[config.mk]
export PLATFORM = sky130hd
export DESIGN_NAME = op_sram_arbiter
export DESIGN_NICKNAME = d
export VERILOG_FILES = /design/src/rtl/op_sram_arbiter.sv
export SDC_FILE = /design/constraint.sdc
export NUM_CORES = 1
export LEC_CHECK = 0
export BUFFER_PORTS_ARGS = -buffer_cell sky130_fd_sc_hd__buf_4
export CAP_MARGIN = 25
export CORE_AREA = 2 2 263 265
export DETAILED_ROUTE_END_ITERATION = 12
export DIE_AREA = 0 0 265 267
export GPL_TIMING_DRIVEN = 1
export SLEW_MARGIN = 20
export SYNTH_ARGS = -nofsm -noshare
export SYNTH_HDL_FRONTEND = slang
export SYNTH_SLANG_ARGS = --single-unit
[constraint.sdc]
create_clock -name clk -period 6.2 [get_ports clk]
set_input_delay 1.86 -clock clk [delete_from_list [all_inputs] [get_ports clk]]
set_output_delay 1.86 -clock clk [all_outputs]
set_load 0.02 [all_outputs]
[src/rtl/op_sram_arbiter.sv]
// op_sram_arbiter: two-requester (host/corelet) arbiter for a single-port OP SRAM.
// Round-robin on ties, corelet burst lock, out-of-range addresses turned into err pulses.
module op_sram_arbiter #(
  parameter int DW    = 128,
  parameter int AW    = 9,
  parameter int DEPTH = 340
) (
  input  logic          clk,
  input  logic          reset,
  input  logic          host_req,
  input  logic          host_wr,
  input  logic [AW-1:0] host_addr,
  input  logic [DW-1:0] host_d,
  output logic          host_gnt,
  output logic          host_rvalid,
  output logic          host_err,
  input  logic          core_req,
  input  logic          core_wr,
  input  logic          core_lock,
  input  logic [AW-1:0] core_addr,
  input  logic [DW-1:0] core_d,
  output logic          core_gnt,
  output logic          core_rvalid,
  output logic          core_err,
  output logic          sram_cen,
  output logic          sram_wen,
  output logic [AW-1:0] sram_addr,
  output logic [DW-1:0] sram_d,
  input  logic [DW-1:0] sram_q,
  output logic [DW-1:0] rdata
);
  typedef enum logic [1:0] {IDLE, RR, CORE_LOCK} state_t;
  state_t        state_q, state_d;
  logic          last_core_q, last_core_d;
  logic [1:0]    rd_q, rd_d, err_q, err_d;
  logic          locked, in_range, acc, win_wr;
  logic [AW-1:0] win_addr;
  logic [DW-1:0] win_d;
  // Bit 1 of rd/err tracks the corelet, bit 0 the host.
  always_comb begin
    locked      = (state_q == CORE_LOCK) & core_req & core_lock;
    host_gnt    = ~reset & ~locked & host_req & (~core_req | last_core_q);
    core_gnt    = ~reset & core_req & ~host_gnt;
    win_addr    = host_gnt ? host_addr : core_addr;
    win_wr      = host_gnt ? host_wr : core_wr;
    win_d       = host_gnt ? host_d : core_d;
    in_range    = {1'b0, win_addr} < (AW+1)'(DEPTH);
    acc         = (host_gnt | core_gnt) & in_range;
    sram_cen    = ~acc;
    sram_wen    = ~(acc & win_wr);
    sram_addr   = acc ? win_addr : '0;
    sram_d      = acc ? win_d : '0;
    rd_d        = {core_gnt & acc & ~win_wr, host_gnt & acc & ~win_wr};
    err_d       = {core_gnt & ~in_range, host_gnt & ~in_range};
    last_core_d = host_gnt ? 1'b0 : core_gnt ? 1'b1 : last_core_q;
    state_d     = ~(host_req | core_req) ? IDLE : (core_gnt & core_lock) ? CORE_LOCK : RR;
    host_rvalid = rd_q[0];
    core_rvalid = rd_q[1];
    host_err    = err_q[0];
    core_err    = err_q[1];
    rdata       = |rd_q ? sram_q : '0;
  end
  always_ff @(posedge clk or posedge reset) begin
    if (reset) begin
      state_q     <= IDLE;
      last_core_q <= 1'b1;
      rd_q        <= '0;
      err_q       <= '0;
    end else begin
      state_q     <= state_d;
      last_core_q <= last_core_d;
      rd_q        <= rd_d;
      err_q       <= err_d;
    end
  end
endmodule

Yosys cells after proc, flatten, opt, wreduce, memory -nomap -nowiden

Cells that the tools add are included.

Logic and storage cells: 45
Flip-flop bits (word level): 7
Output and inout bits: 273
Bits of input ports: 409

Bitwise logic cells: 27
Equality and inequality tests: 1
Multiplexer cells: 10
Reduce and logical (&&, ||, !) cells: 2
$lt $le $gt $ge: 1

Operators with widths:

| operator                                          | number |
|---|---|
| 2-to-1 mux 128 bit                                | 3 |
| 2-to-1 mux 9 bit                                  | 2 |
| bitwise AND 1 bit                                 | 16 |
| less-than comparator 9 bit, second input constant | 1 |
| inverter 1 bit                                    | 8 |
| 2-to-1 mux 2 bit                                  | 2 |
| 2-to-1 mux 1 bit                                  | 3 |
| bitwise OR 1 bit                                  | 3 |
| == test 2 bit, second input constant              | 1 |
| nonzero test 2 bit                                | 1 |
| OR reduction 2 bit                                | 1 |

Longest topological paths before layout

Depth after elaboration: 13
Depth in mapped cells: 7
Gate-level depth less buffers: 6

Worst setup path after synthesis

Ideal clock, no wire load.

Kind: input port to output port
Start point: in host_addr[3]
End point: out sram_d[10]
Stages on the path: 6
Path buffers: 2
Data required time: 4.340 ns
Slack: 1.130 ns
Data arrival time: 3.210 ns
Cell sequence: o211a_1 -> a211oi_4 -> o221ai_2 -> buf_4 -> buf_6 -> a21oi_1

Cells in the longest elaborated chain, start to end: 4

Ends and longest elaborated chain:

| what                       | RTL line | text |
|---|---|---|
| from (decl)                | 12       | `input logic [AW-1:0] host_addr,` |
| 2-to-1 mux 9 bit           | 44       | `win_addr = host_gnt ? host_addr : core_addr;` |
| less-than comparator 9 bit | 47       | `in_range = {1'b0, win_addr} < (AW+1)'(DEPTH);` |
| bitwise AND 1 bit          | 48       | `acc = (host_gnt \| core_gnt) & in_range;` |
| 2-to-1 mux 128 bit         | 52       | `sram_d = acc ? win_d : '0;` |
| to (decl)                  | 28       | `output logic [DW-1:0] sram_d,` |

Every way passes these cells.

Worst setup path after layout

Start point: in core_addr[3]
End point: out sram_addr[5]

Cells in the longest elaborated chain, start to end: 4

Ends and longest elaborated chain:

| what                       | RTL line | text |
|---|---|---|
| from (decl)                | 20       | `input logic [AW-1:0] core_addr,` |
| 2-to-1 mux 9 bit           | 44       |  |
| less-than comparator 9 bit | 47       |  |
| bitwise AND 1 bit          | 48       |  |
| 2-to-1 mux 9 bit           | 51       | `sram_addr = acc ? win_addr : '0;` |
| to (decl)                  | 27       | `output logic [AW-1:0] sram_addr,` |

Every way passes these cells.

==> impl_metrics.py <==
metrics = {
    "setup_path": {
        "cp-start-kind": "input pin",
        "end_kind": "output port",
        "critPathArrivalTime_ns": 4.03,
        "critPathKind": "input pin to output port",
        "worst_ep_required_time_ns": 4.34,
        "rrSetupSlack_ns": 4.72,
        "worstPathMaxFanout": 28,
    },
    "cells_and_area": {
        "drive_above_1_share": 0.586,
        "seq_area_um2": 176,
        "syn_to_final_growth_pct": 184,
        "fin_nets": 1699,
        "layout.cells.most_common": "buf_4",
        "utilization": 0.142,
        "multi_input_comb_area_um2": 2910,
        "fillers": 7894,
        "n_antenna_cell": 0,
        "layout_common_cells": "buf_4, nand2_1, nor2b_1",
    },
    "route": {
        "drc": 0,
        "drt_iter0_markers": 373,
        "wl_per_cell_um": 15.1,
        "dr.pass1.iters": 5,
        "routed_wl_mm": 32.9,
        "vias_per_cell": 3.16,
        "vias": 6856,
        "ant_nets": 0,
    },
    "sta": {
        "drv_slew": 0,
        "hold_viol_final": 0,
        "tightest_slew_ns": 0.860,
        "rsz0062_at_grt": "no",
        "finalClockSkew_ns": 0.00199,
        "finalCriticalPeriod_ns": 5.89,
        "setup_viol": 0,
        "min_period_over_period": 0.950,
        "finalSetupTns_ns": 0,
        "max_slew_margin": 0.425,
        "max_freq_mhz": 170,
    },
    "yosys": {
        "synth_xor_area_frac": 0,
        "synth_cells": 640,
        "synth_nets": 1049,
        "synth_top_family_by_area": "simple AND/OR/NAND/NOR gates",
        "synth-simple-area-share": 0.573,
        "synth_area_per_cell_um2": 5.31,
        "yosys.area_share.adder": 0,
        "synth-seq-cells": 7,
        "yosysWarnings": 0,
        "synth_compound_area_frac": 0.274,
        "yosysUniqueCellTypes": 28,
        "synth_area_um2": 3400,
        "synth.area.mux_share": 0,
        "ys_seq_area_frac": 0.0519,
    },
    "floorplan": {
        "dieHeight_um": 267,
        "row_count": 96,
        "fp.dieW_um": 265,
        "core_um2": 68000,
        "die_area_um2": 70800,
        "boundaryPins": 682,
        "start_util": 0.0500,
    },
    "cts": {
        "cts_tree": "yes",
        "cts_buffer_depth": 2,
        "clk_pin_slew_worst_paths_ns": 0.03,
        "cts_resized": 0,
        "cts-root-buf": "clkbuf_16",
        "cts_buffers": 3,
        "clk_latency_ns": 0.23,
        "cts_sinks": 7,
        "htreeDepth": 1,
        "cts_setup_buffers": 0,
        "postCtsHoldBufs": 0,
    },
    "placed_design": {
        "portBuffers": 681,
        "place_congestion": 0.862,
        "dp_hpwl_mm": 28.9,
    },
    "grt": {
        "grt_max_degree": 72,
        "antenna_found_initial": 6,
        "grt_pass1_wl_mm": 43.1,
        "grtUsageTotal": 0.0830,
        "grt_pass1_vias": 6427,
        "overflow": 0,
    },
    "worst_hold_path": {
        "hp-class": "flip-flop to flip-flop",
    },
    "power_and_ir_drop": {
        "vdd_drop_max_uv": 39.4,
        "power_density_nw_per_um2": 90.7,
        "total_leakage_power_nw": 4.80,
    },
    "job": {
        "cap_violations": 0,
    },
    "status": {
        "status": "completed",
    },
}
## critical path, stage by stage
cell	delay, ns
buf_4	0.11
o211a_1	0.24
a211oi_2	0.51
o221ai_4	0.21
buf_12	0.21
a21oi_1	0.59
buf_4	0.28
## final timing paths
check                        startpoint  cells after the start      endpoint
max in group asynchronous         reset                      2   last_core_q
setup / recovery           core_addr[3]                      7  sram_addr[5]
hold reg to reg             last_core_q                      2   last_core_q
setup reg to reg            last_core_q                      4      err_q[1]
min in group asynchronous         reset                      2    state_q[1]
hold / removal              last_core_q                      2   last_core_q
## metrics by stage
stage	hold WS (ns)	instances	setup slack, ns	total power, W	cell area, um^2
detailed placement	0.470	2167	0.106	0.000769	9570
finish	0.466	2171	0.310	0.000875	9640
CTS	0.476	2171	0.105	0.000882	9640
global route	0.484	2171	0.127	0.000926	9640
global placement	0.456	2167	0.102	0.000768	9570
floorplan	0.444	640	1.13	0.000355	3400
## power breakdown
part	internal (W)	switching (W)	total, W
clock	0.0000855	0.0000243	0.000110
sequential	0.0000491	0.00000243	0.0000516
combinational	0.000347	0.000366	0.000713
## logic make-up (layout without fill, tap and decap cells)
| kind of cell | Yosys count | count (layout) |
|---|---|---|
| AO/OA/AOI/OAI | 146 | 146 |
| flip-flops | 7 | 7 |
| buffers and inverters | 63 | 712 |
| AND/OR/NAND/NOR | 424 | 424 |
## layer usage
metal | up-vias | GRT usage | part of all wire
li1 | 3325 | - | -
met5 | - | 0 | 0.0019
met2 | 427 | 0.146 | 0.48
met3 | 31 | 0.0253 | 0.10
met4 | 10 | 0.0188 | 0.020
met1 | 3063 | 0.0984 | 0.39
## state kept, by name, summed over array words and instances (netlist names)
| signal | flops |
|---|---|
| last_core_q | 1 |
| state_q | 2 |
| err_q | 2 |
| rd_q | 2 |
## synthesized netlist by cell type
cell type | count | area, um^2
nand2_1 | 276 | 1040
nor2b_1 | 129 | 807
a21oi_1 | 97 | 485
a21oi_2 | 40 | 350
clkbuf_1 | 37 | 139
buf_6 | 12 | 135
buf_2 | 8 | 40.0
dfrtp_1 | 6 | 150
nand3_1 | 5 | 25.0
nor2_1 | 5 | 18.8
inv_1 | 4 | 15.0
and2_1 | 2 | 12.5
buf_4 | 2 | 15.0
nor3_1 | 2 | 10.0
o211a_1 | 2 | 20.0
a211oi_2 | 1 | 12.5
a211oi_4 | 1 | 20.0
a21o_1 | 1 | 7.51
a31o_2 | 1 | 8.76
and2b_1 | 1 | 7.51
dfstp_2 | 1 | 26.3
nand2b_1 | 1 | 6.26
nand3b_1 | 1 | 7.51
nand4_1 | 1 | 6.26
nand4b_1 | 1 | 8.76
o21ai_0 | 1 | 5.00
o221ai_2 | 1 | 15.0
o22ai_1 | 1 | 6.26
## cell type report
type,count,area share
multi-input combinational,570,0.302
tap,882,0.114
sequential,7,0.0183
inverter,4,0.00182
clock buffer,4,0.00817
timing repair buffer,704,0.556
(Power assumes the default switching activity.)
